==> config.mk <==
export PLATFORM = sky130hd
export DESIGN_NAME = spi_flash_responder
export DESIGN_NICKNAME = d
export VERILOG_FILES = /design/src/rtl/spi_flash_pkg.sv /design/src/rtl/spi_sync_edge.sv /design/src/rtl/spi_flash_responder.sv
export SDC_FILE = /design/constraint.sdc
export NUM_CORES = 1
export LEC_CHECK = 0
export BUFFER_PORTS_ARGS = -buffer_cell sky130_fd_sc_hd__buf_4
export CAP_MARGIN = 20
export CORE_MARGIN = 2
export CORE_UTILIZATION = 60
export CTS_CLUSTER_SIZE = 14
export DETAILED_ROUTE_END_ITERATION = 8
export PLACE_DENSITY = 0.8
export SLEW_MARGIN = 20
export SYNTH_ARGS = -nofsm -noshare
export SYNTH_HDL_FRONTEND = slang
export SYNTH_SLANG_ARGS = --single-unit
export TNS_END_PERCENT = 50
==> constraint.sdc <==
create_clock -name clock -period 7.6 [get_ports clock]
set_clock_uncertainty 0.1 [all_clocks]
set_input_delay 1.14 -clock clock [delete_from_list [all_inputs] [get_ports clock]]
set_output_delay 1.14 -clock clock [all_outputs]
set_load 0.02 [all_outputs]
==> src/rtl/spi_flash_pkg.sv <==
// Shared opcodes, FSM state encoding and address width for the SPI flash responder.
package spi_flash_pkg;

    localparam int ADDR_W = 19;

    localparam logic [7:0] CMD_READ  = 8'h03;
    localparam logic [7:0] CMD_JEDEC = 8'h9F;
    localparam logic [7:0] CMD_RDSR  = 8'h05;

    typedef enum logic [2:0] {
        IDLE,
        CMD,
        ADDR,
        READ,
        ID,
        STATUS,
        IGNORE
    } state_t;

endpackage

==> src/rtl/spi_sync_edge.sv <==
// Two-flop synchroniser with single-cycle rise/fall pulses on the synchronised level.
module spi_sync_edge #(
    parameter logic RESET_VAL = 1'b0
) (
    input  logic clock,
    input  logic reset,
    input  logic din,
    output logic level,
    output logic rise,
    output logic fall
);

    logic meta, sync, prev;

    always_ff @(posedge clock or posedge reset) begin
        if (reset) begin
            meta <= RESET_VAL;
            sync <= RESET_VAL;
            prev <= RESET_VAL;
        end else begin
            meta <= din;
            sync <= meta;
            prev <= sync;
        end
    end

    assign level = sync;
    assign rise  = sync & ~prev;
    assign fall  = ~sync & prev;

endmodule

==> src/rtl/spi_flash_responder.sv <==
// SPI mode-0 flash read responder (READ 03, RDSR 05, optional JEDEC ID 9F).
// Define SPI_FLASH_JEDEC_EN to answer 9F with JEDEC_ID; otherwise 9F is ignored.
//
// state  | meaning
// IDLE   | cs_n high, waiting for a cs_n fall
// CMD    | shifting in the 8-bit opcode
// ADDR   | shifting in 24 address bits, low 19 kept
// READ   | streaming memory bytes, prefetching at each byte boundary
// ID     | streaming JEDEC_ID bytes, then zeros
// STATUS | streaming STATUS_VAL
// IGNORE | unknown opcode, output disabled until cs_n rises
module spi_flash_responder
    import spi_flash_pkg::*;
#(
    parameter logic [23:0] JEDEC_ID   = 24'hEF4013,
    parameter logic [7:0]  STATUS_VAL = 8'h00
) (
    input  logic              clock,
    input  logic              reset,
    input  logic              spi_sck,
    input  logic              spi_cs_n,
    input  logic              spi_mosi,
    output logic              spi_miso,
    output logic              spi_miso_oe,
    output logic [ADDR_W-1:0] mem_addr,
    output logic              mem_rd,
    input  logic [7:0]        mem_rdata,
    output logic              busy
);

    state_t state, state_next;

    logic        cs_s, cs_rise, cs_fall;
    logic        sck_rise, sck_fall, sck_lvl_unused;
    logic        mosi_meta, mosi_s;
    logic        sck_r, sck_f;
    logic [4:0]  bit_cnt;
    logic [2:0]  d_cnt;
    logic [6:0]  cmd_sr;
    logic [17:0] addr_sr;
    logic [7:0]  out_sr;
    logic [7:0]  cmd_byte;
    logic [7:0]  id_byte;
    logic [1:0]  id_idx;
    logic        ld_pend;
    logic        miso_q;
    logic        cmd_done, addr_done, byte_done, shifting;

    spi_sync_edge #(.RESET_VAL(1'b0)) u_sck_sync (
        .clock (clock),
        .reset (reset),
        .din   (spi_sck),
        .level (sck_lvl_unused),
        .rise  (sck_rise),
        .fall  (sck_fall)
    );

    spi_sync_edge #(.RESET_VAL(1'b1)) u_cs_sync (
        .clock (clock),
        .reset (reset),
        .din   (spi_cs_n),
        .level (cs_s),
        .rise  (cs_rise),
        .fall  (cs_fall)
    );

    always_ff @(posedge clock or posedge reset) begin
        if (reset) begin
            mosi_meta <= 1'b0;
            mosi_s    <= 1'b0;
        end else begin
            mosi_meta <= spi_mosi;
            mosi_s    <= mosi_meta;
        end
    end

    // Gating SCK edges with the synchronised cs_n level makes a simultaneous cs_n rise win.
    assign sck_r     = sck_rise & ~cs_s;
    assign sck_f     = sck_fall & ~cs_s;
    assign cmd_byte  = {cmd_sr, mosi_s};
    assign cmd_done  = (state == CMD)  && sck_r && (bit_cnt == 5'd7);
    assign addr_done = (state == ADDR) && sck_r && (bit_cnt == 5'd23);
    assign byte_done = sck_r && (d_cnt == 3'd7);
    assign shifting  = (state == READ) || (state == ID) || (state == STATUS);
    assign busy      = (state != IDLE);
    assign spi_miso  = spi_miso_oe & miso_q;

    always_comb begin
        id_byte = 8'h00;
        case (id_idx)
            2'd0:    id_byte = JEDEC_ID[23:16];
            2'd1:    id_byte = JEDEC_ID[15:8];
            2'd2:    id_byte = JEDEC_ID[7:0];
            default: id_byte = 8'h00;
        endcase
    end

    always_ff @(posedge clock or posedge reset) begin
        if (reset) state <= IDLE;
        else       state <= state_next;
    end

    always_comb begin
        state_next = state;
        case (state)
            IDLE: if (cs_fall) state_next = CMD;
            CMD: begin
                if (cmd_done) begin
                    case (cmd_byte)
                        CMD_READ:  state_next = ADDR;
                        CMD_RDSR:  state_next = STATUS;
`ifdef SPI_FLASH_JEDEC_EN
                        CMD_JEDEC: state_next = ID;
`else
                        CMD_JEDEC: state_next = IGNORE;
`endif
                        default:   state_next = IGNORE;
                    endcase
                end
            end
            ADDR: if (addr_done) state_next = READ;
            default: ;
        endcase
        if (cs_rise) state_next = IDLE;
    end

    always_ff @(posedge clock or posedge reset) begin
        if (reset) begin
            bit_cnt     <= '0;
            d_cnt       <= '0;
            cmd_sr      <= '0;
            addr_sr     <= '0;
            out_sr      <= '0;
            id_idx      <= '0;
            ld_pend     <= 1'b0;
            miso_q      <= 1'b0;
            spi_miso_oe <= 1'b0;
            mem_rd      <= 1'b0;
            mem_addr    <= '0;
        end else begin
            mem_rd  <= 1'b0;
            ld_pend <= 1'b0;
            if (cs_s) begin
                bit_cnt     <= '0;
                d_cnt       <= '0;
                miso_q      <= 1'b0;
                spi_miso_oe <= 1'b0;
            end else begin
                ld_pend <= mem_rd;
                if (ld_pend) out_sr <= mem_rdata;
                case (state)
                    CMD: begin
                        if (sck_r) begin
                            cmd_sr  <= cmd_byte[6:0];
                            bit_cnt <= cmd_done ? 5'd0 : bit_cnt + 5'd1;
                        end
                        if (cmd_done) begin
                            id_idx <= 2'd1;
                            out_sr <= (cmd_byte == CMD_RDSR) ? STATUS_VAL : JEDEC_ID[23:16];
                        end
                    end
                    ADDR: begin
                        if (sck_r) begin
                            addr_sr <= {addr_sr[16:0], mosi_s};
                            bit_cnt <= bit_cnt + 5'd1;
                        end
                        if (addr_done) begin
                            mem_addr <= {addr_sr, mosi_s};
                            mem_rd   <= 1'b1;
                        end
                    end
                    READ: begin
                        if (byte_done) begin
                            mem_addr <= mem_addr + ADDR_W'(1);
                            mem_rd   <= 1'b1;
                        end
                    end
                    ID: begin
                        if (byte_done) begin
                            out_sr <= id_byte;
                            if (id_idx != 2'd3) id_idx <= id_idx + 2'd1;
                        end
                    end
                    STATUS: if (byte_done) out_sr <= STATUS_VAL;
                    default: ;
                endcase
                if (shifting) begin
                    if (sck_r) d_cnt <= d_cnt + 3'd1;
                    if (sck_f) begin
                        spi_miso_oe <= 1'b1;
                        miso_q      <= out_sr[7];
                        out_sr      <= {out_sr[6:0], 1'b0};
                    end
                end
            end
        end
    end

endmodule

==> impl_metrics.xml <==
<?xml version="1.0" encoding="UTF-8"?>
<metrics>
  <group name="setup_path">
    <metric name="rr_worst_depth" unit="">6</metric>
    <metric name="cp-end-kind" unit="">register</metric>
    <metric name="required" unit="ns">7.74</metric>
    <metric name="worstPathMaxFanout" unit="">26</metric>
    <metric name="cp-start-kind" unit="">register</metric>
    <metric name="regToRegSetupSlack" unit="ns">4.30</metric>
    <metric name="reg_to_reg_startpoint" unit="">state[2]$_DFFE_PP0P_</metric>
    <metric name="timing.setup.critical_path_class" unit="">register to register</metric>
    <metric name="data_arrival_at_the_endpoint_of_the_critical_path" unit="ns">3.44</metric>
    <metric name="timing.rr.end" unit="">mem_addr[12]$_DFFE_PP0P_</metric>
  </group>
  <group name="min_path">
    <metric name="hp-start" unit="">u_cs_sync.meta$_DFF_PP1_</metric>
    <metric name="hp-class" unit="">register to register</metric>
    <metric name="min_delay_worst_endpoint" unit="">u_cs_sync.level$_DFF_PP1_</metric>
    <metric name="hold_path_depth" unit="">0</metric>
  </group>
  <group name="global_routing">
    <metric name="first_pass_grt_wire_length" unit="mm">13.7</metric>
    <metric name="grt_start_max_net_pins" unit="">78</metric>
    <metric name="antenna_violations_before_repair" unit="">0</metric>
    <metric name="globalRouteOverflowTotal" unit="">0</metric>
    <metric name="gr-usage-met1" unit="%">32.2</metric>
    <metric name="grt_most_used_layer" unit="">met2</metric>
    <metric name="grt_use_total" unit="%">23.8</metric>
    <metric name="grt_pass1_vias" unit="">2917</metric>
    <metric name="grt_use_met2" unit="%">37.7</metric>
    <metric name="grt_use_met3" unit="%">4.67</metric>
  </group>
  <group name="power">
    <metric name="total_switching_power" unit="mW">0.211</metric>
    <metric name="power.share.sequential" unit="%">55.1</metric>
    <metric name="vdd_drop_max" unit="mV">0.119</metric>
    <metric name="p_clk_share" unit="%">33.8</metric>
    <metric name="combPwrFrac" unit="%">11.1</metric>
    <metric name="p_per_area" unit="nW/um^2">189</metric>
    <metric name="switching_share" unit="%">25.2</metric>
    <metric name="intPower" unit="mW">0.627</metric>
    <metric name="pleak" unit="nW">2.01</metric>
  </group>
  <group name="drt">
    <metric name="drt_pass1_iterations" unit="">5</metric>
    <metric name="detail-route-antenna-nets" unit="">0</metric>
    <metric name="wire_per_inst" unit="microns">16.3</metric>
    <metric name="routed-via-count" unit="">3105</metric>
    <metric name="via_per_inst" unit="">6.21</metric>
    <metric name="detailedRoute.firstIterationViolations" unit="">158</metric>
    <metric name="drt_wl_total" unit="mm">8.16</metric>
    <metric name="drt_drc_violations_left" unit="">0</metric>
  </group>
  <group name="sta">
    <metric name="hold_viol" unit="">0</metric>
    <metric name="finalSetupViolations" unit="">0</metric>
    <metric name="final-max-slew-violation-count" unit="">0</metric>
    <metric name="fmaxAchievable" unit="GHz">0.303</metric>
    <metric name="transition_time_at_the_pin_with_the_least_slew_margin" unit="ns">0.950</metric>
    <metric name="max-slew-margin-rel" unit="%">36.5</metric>
    <metric name="finalSetupTns" unit="ns">0</metric>
    <metric name="period_share" unit="%">43.4</metric>
    <metric name="period_minus_slack" unit="ns">3.30</metric>
    <metric name="rsz_0062_raised_after_global_routing" unit="">no</metric>
  </group>
  <group name="placed_design">
    <metric name="port_buffers" unit="">35</metric>
    <metric name="place_congestion" unit="">0.840</metric>
    <metric name="hpwlAfterDp" unit="mm">5.45</metric>
    <metric name="placed_cell_area" unit="sq um">4250</metric>
    <metric name="placed_cells_incl_taps" unit="">484</metric>
  </group>
  <group name="yosys">
    <metric name="postSynthCellCount" unit="">391</metric>
    <metric name="most_used_flip_flop_cell_after_synthesis" unit="">sky130_fd_sc_hd__dfrtp_1</metric>
    <metric name="asyncSetResetFlopFracSynth" unit="%">100</metric>
    <metric name="synth.yosys.seq_area_share" unit="%">48.6</metric>
    <metric name="synth-warning-count" unit="">0</metric>
    <metric name="synth.top_cell.area_share" unit="%">46.6</metric>
    <metric name="synth.most_common_cell" unit="">sky130_fd_sc_hd__dfrtp_1</metric>
    <metric name="synth_seq_cells" unit="">77</metric>
    <metric name="synth_top_area_cell" unit="">sky130_fd_sc_hd__dfrtp_1</metric>
    <metric name="syn-cell-area" unit="sq um">3970</metric>
    <metric name="synth_commonest_cells" unit="">sky130_fd_sc_hd__dfrtp_1, sky130_fd_sc_hd__a21oi_1, sky130_fd_sc_hd__nand2_1</metric>
    <metric name="synth-edff-count" unit="">0</metric>
    <metric name="syn_area_cell" unit="sq um">10.2</metric>
    <metric name="post_synth_num_cell_types" unit="">62</metric>
    <metric name="synth_top_cells_by_area" unit="">sky130_fd_sc_hd__dfrtp_1, sky130_fd_sc_hd__mux2_2, sky130_fd_sc_hd__a21oi_1</metric>
    <metric name="number_of_nets_in_the_synthesized_netlist" unit="">415</metric>
  </group>
  <group name="clock_network">
    <metric name="cts.reportedPaths.clkPinSlew" unit="ns">0.07</metric>
    <metric name="tritoncts" unit="">yes</metric>
    <metric name="h_tree_depth_reported_by_cts" unit="">3</metric>
    <metric name="cts_repair_resize_count" unit="">0</metric>
    <metric name="cts.sink_count" unit="">77</metric>
    <metric name="clock_root_buffer_master" unit="">sky130_fd_sc_hd__clkbuf_8</metric>
    <metric name="postCtsSetupRepairBufs" unit="">0</metric>
    <metric name="clock_latency" unit="ns">0.34</metric>
    <metric name="cts-buffers-inserted" unit="">9</metric>
    <metric name="max_buffers_root_to_sink" unit="">2</metric>
    <metric name="ctsHoldBuffers" unit="">0</metric>
  </group>
  <group name="die">
    <metric name="die_width" unit="microns">85.4</metric>
    <metric name="num_rows" unit="">29</metric>
    <metric name="initial_core_util" unit="%">62.2</metric>
    <metric name="die_h" unit="microns">85.4</metric>
    <metric name="core-area" unit="sq um">6390</metric>
    <metric name="top_level_ports" unit="">36</metric>
    <metric name="fp.dieArea" unit="sq um">7290</metric>
  </group>
  <group name="finish">
    <metric name="diodes" unit="">0</metric>
    <metric name="areaGrowthSynthToFinish" unit="%">11.5</metric>
    <metric name="layout.cells.non_filler" unit="">500</metric>
    <metric name="utilization" unit="%">69.3</metric>
    <metric name="design.final.nets" unit="">442</metric>
    <metric name="final_cell_area" unit="sq um">4430</metric>
    <metric name="filler_cell_count" unit="">494</metric>
    <metric name="drive_above_1_share" unit="%">22.5</metric>
  </group>
  <group name="status">
    <metric name="outcome" unit="">finished clean</metric>
  </group>
  <group name="job">
    <metric name="drv.max_cap_violation_count" unit="">0</metric>
  </group>
</metrics>
==> power groups by stage <==
stage / clock [mW] / combinational, mW / sequential (mW)
finish: 0.283 / 0.0929 / 0.462
global route: 0.309 / 0.105 / 0.466
CTS: 0.292 / 0.0935 / 0.462
detailed placement: 0 / 0.0928 / 0.470
global placement: 0 / 0.0905 / 0.468
floorplan: 0 / 0.0760 / 0.459
==> critical path, cell delays in order, from the launching register on <==
cell and delay, ns:
sky130_fd_sc_hd__dfrtp_1 0.62, sky130_fd_sc_hd__nor4b_4 0.47, sky130_fd_sc_hd__nand3b_1 0.73, sky130_fd_sc_hd__o21a_1 0.59, sky130_fd_sc_hd__inv_2 0.40, sky130_fd_sc_hd__o21ai_0 0.16
sky130_fd_sc_hd__o21a_1 0.13
==> metrics by stage <==
step | setup slack, ns | hold WS [ns] | power (mW)
floorplan | 4.40 | 0.231 | 0.535
global placement | 4.46 | 0.236 | 0.559
detailed placement | 4.33 | 0.245 | 0.563
CTS | 4.30 | 0.262 | 0.847
global route | 3.99 | 0.264 | 0.881
finish | 4.30 | 0.260 | 0.839
==> worst max path at each step <==
stage | startpoint | end | cells past startpoint
finish | state[2]$_DFFE_PP0P_ | mem_addr[12]$_DFFE_PP0P_ | 6
floorplan | reset | addr_sr[0]$_DFFE_PP0P_ | 1
global placement | u_cs_sync.level$_DFF_PP1_ | mem_addr[12]$_DFFE_PP0P_ | 6
CTS | state[2]$_DFFE_PP0P_ | mem_addr[12]$_DFFE_PP0P_ | 6
global route | state[2]$_DFFE_PP0P_ | mem_addr[0]$_DFFE_PP0P_ | 6
detailed placement | state[2]$_DFFE_PP0P_ | mem_addr[12]$_DFFE_PP0P_ | 6
==> cell families after synthesis <==
group / count (synthesis) / share of synthesized area, %
AO/OA/AOI/OAI: 101 / 16.0
XOR/XNOR: 4 / 0.882
AND/OR/NAND/NOR: 126 / 17.0
buffers and inverters: 35 / 3.81
multiplexers: 37 / 10.2
adder cells (fa/ha/maj): 11 / 3.47
flip-flops: 77 / 48.6
==> routing by layer <==
| layer | wire, microns | vias to the layer above | share of wire [%] |
|---|---|---|---|
| met5 | 0 | - | 0 |
| met4 | 76 | 0 | 0.93 |
| met3 | 411 | 8 | 5.0 |
| met2 | 4050 | 92 | 50 |
| met1 | 3630 | 1524 | 44 |
| li1 | - | 1481 | - |
==> final cells by class <==
type                            instances  area (sq um)  area share [%]
Sequential cell                        77          1930            43.6
Clock buffer                           15           176            3.98
Tap cell                               77          96.3            2.18
Inverter                               14          52.6            1.19
Clock inverter                          1          5.00           0.113
Multi-Input combinational cell        279          1890            42.7
Timing Repair Buffer                   37           278            6.27
==> registers in the layout, summed over array words and instances, names as in the netlist <==
| register | cells |
|---|---|
| cmd_sr | 7 |
| u_cs_sync.level | 1 |
| addr_sr | 18 |
| ld_pend | 1 |
| spi_miso_oe | 1 |
| miso_q | 1 |
| bit_cnt | 5 |
| id_idx | 2 |
| u_cs_sync.prev | 1 |
| mosi_s | 1 |
| d_cnt | 3 |
| mem_addr | 19 |
| u_sck_sync.prev | 1 |
| state | 3 |
| u_sck_sync.level | 1 |
| mem_rd | 1 |
| u_cs_sync.meta | 1 |
| u_sck_sync.meta | 1 |
| mosi_meta | 1 |
| out_sr | 8 |
==> cells in the final DEF (no fill, tap or decap), types with 9 or more instances in the layout <==
master                      n
sky130_fd_sc_hd__a21oi_1   38
sky130_fd_sc_hd__buf_4     37
sky130_fd_sc_hd__clkbuf_8  12
sky130_fd_sc_hd__dfrtp_1   74
sky130_fd_sc_hd__ha_1      11
sky130_fd_sc_hd__inv_1     12
sky130_fd_sc_hd__mux2_2    28
sky130_fd_sc_hd__mux2i_1    9
sky130_fd_sc_hd__nand2_1   30
sky130_fd_sc_hd__nand3_1   13
sky130_fd_sc_hd__nand4_1   11
sky130_fd_sc_hd__nor2_1    29
sky130_fd_sc_hd__o21ai_0   18
Power figures use the tool's default switching activity.
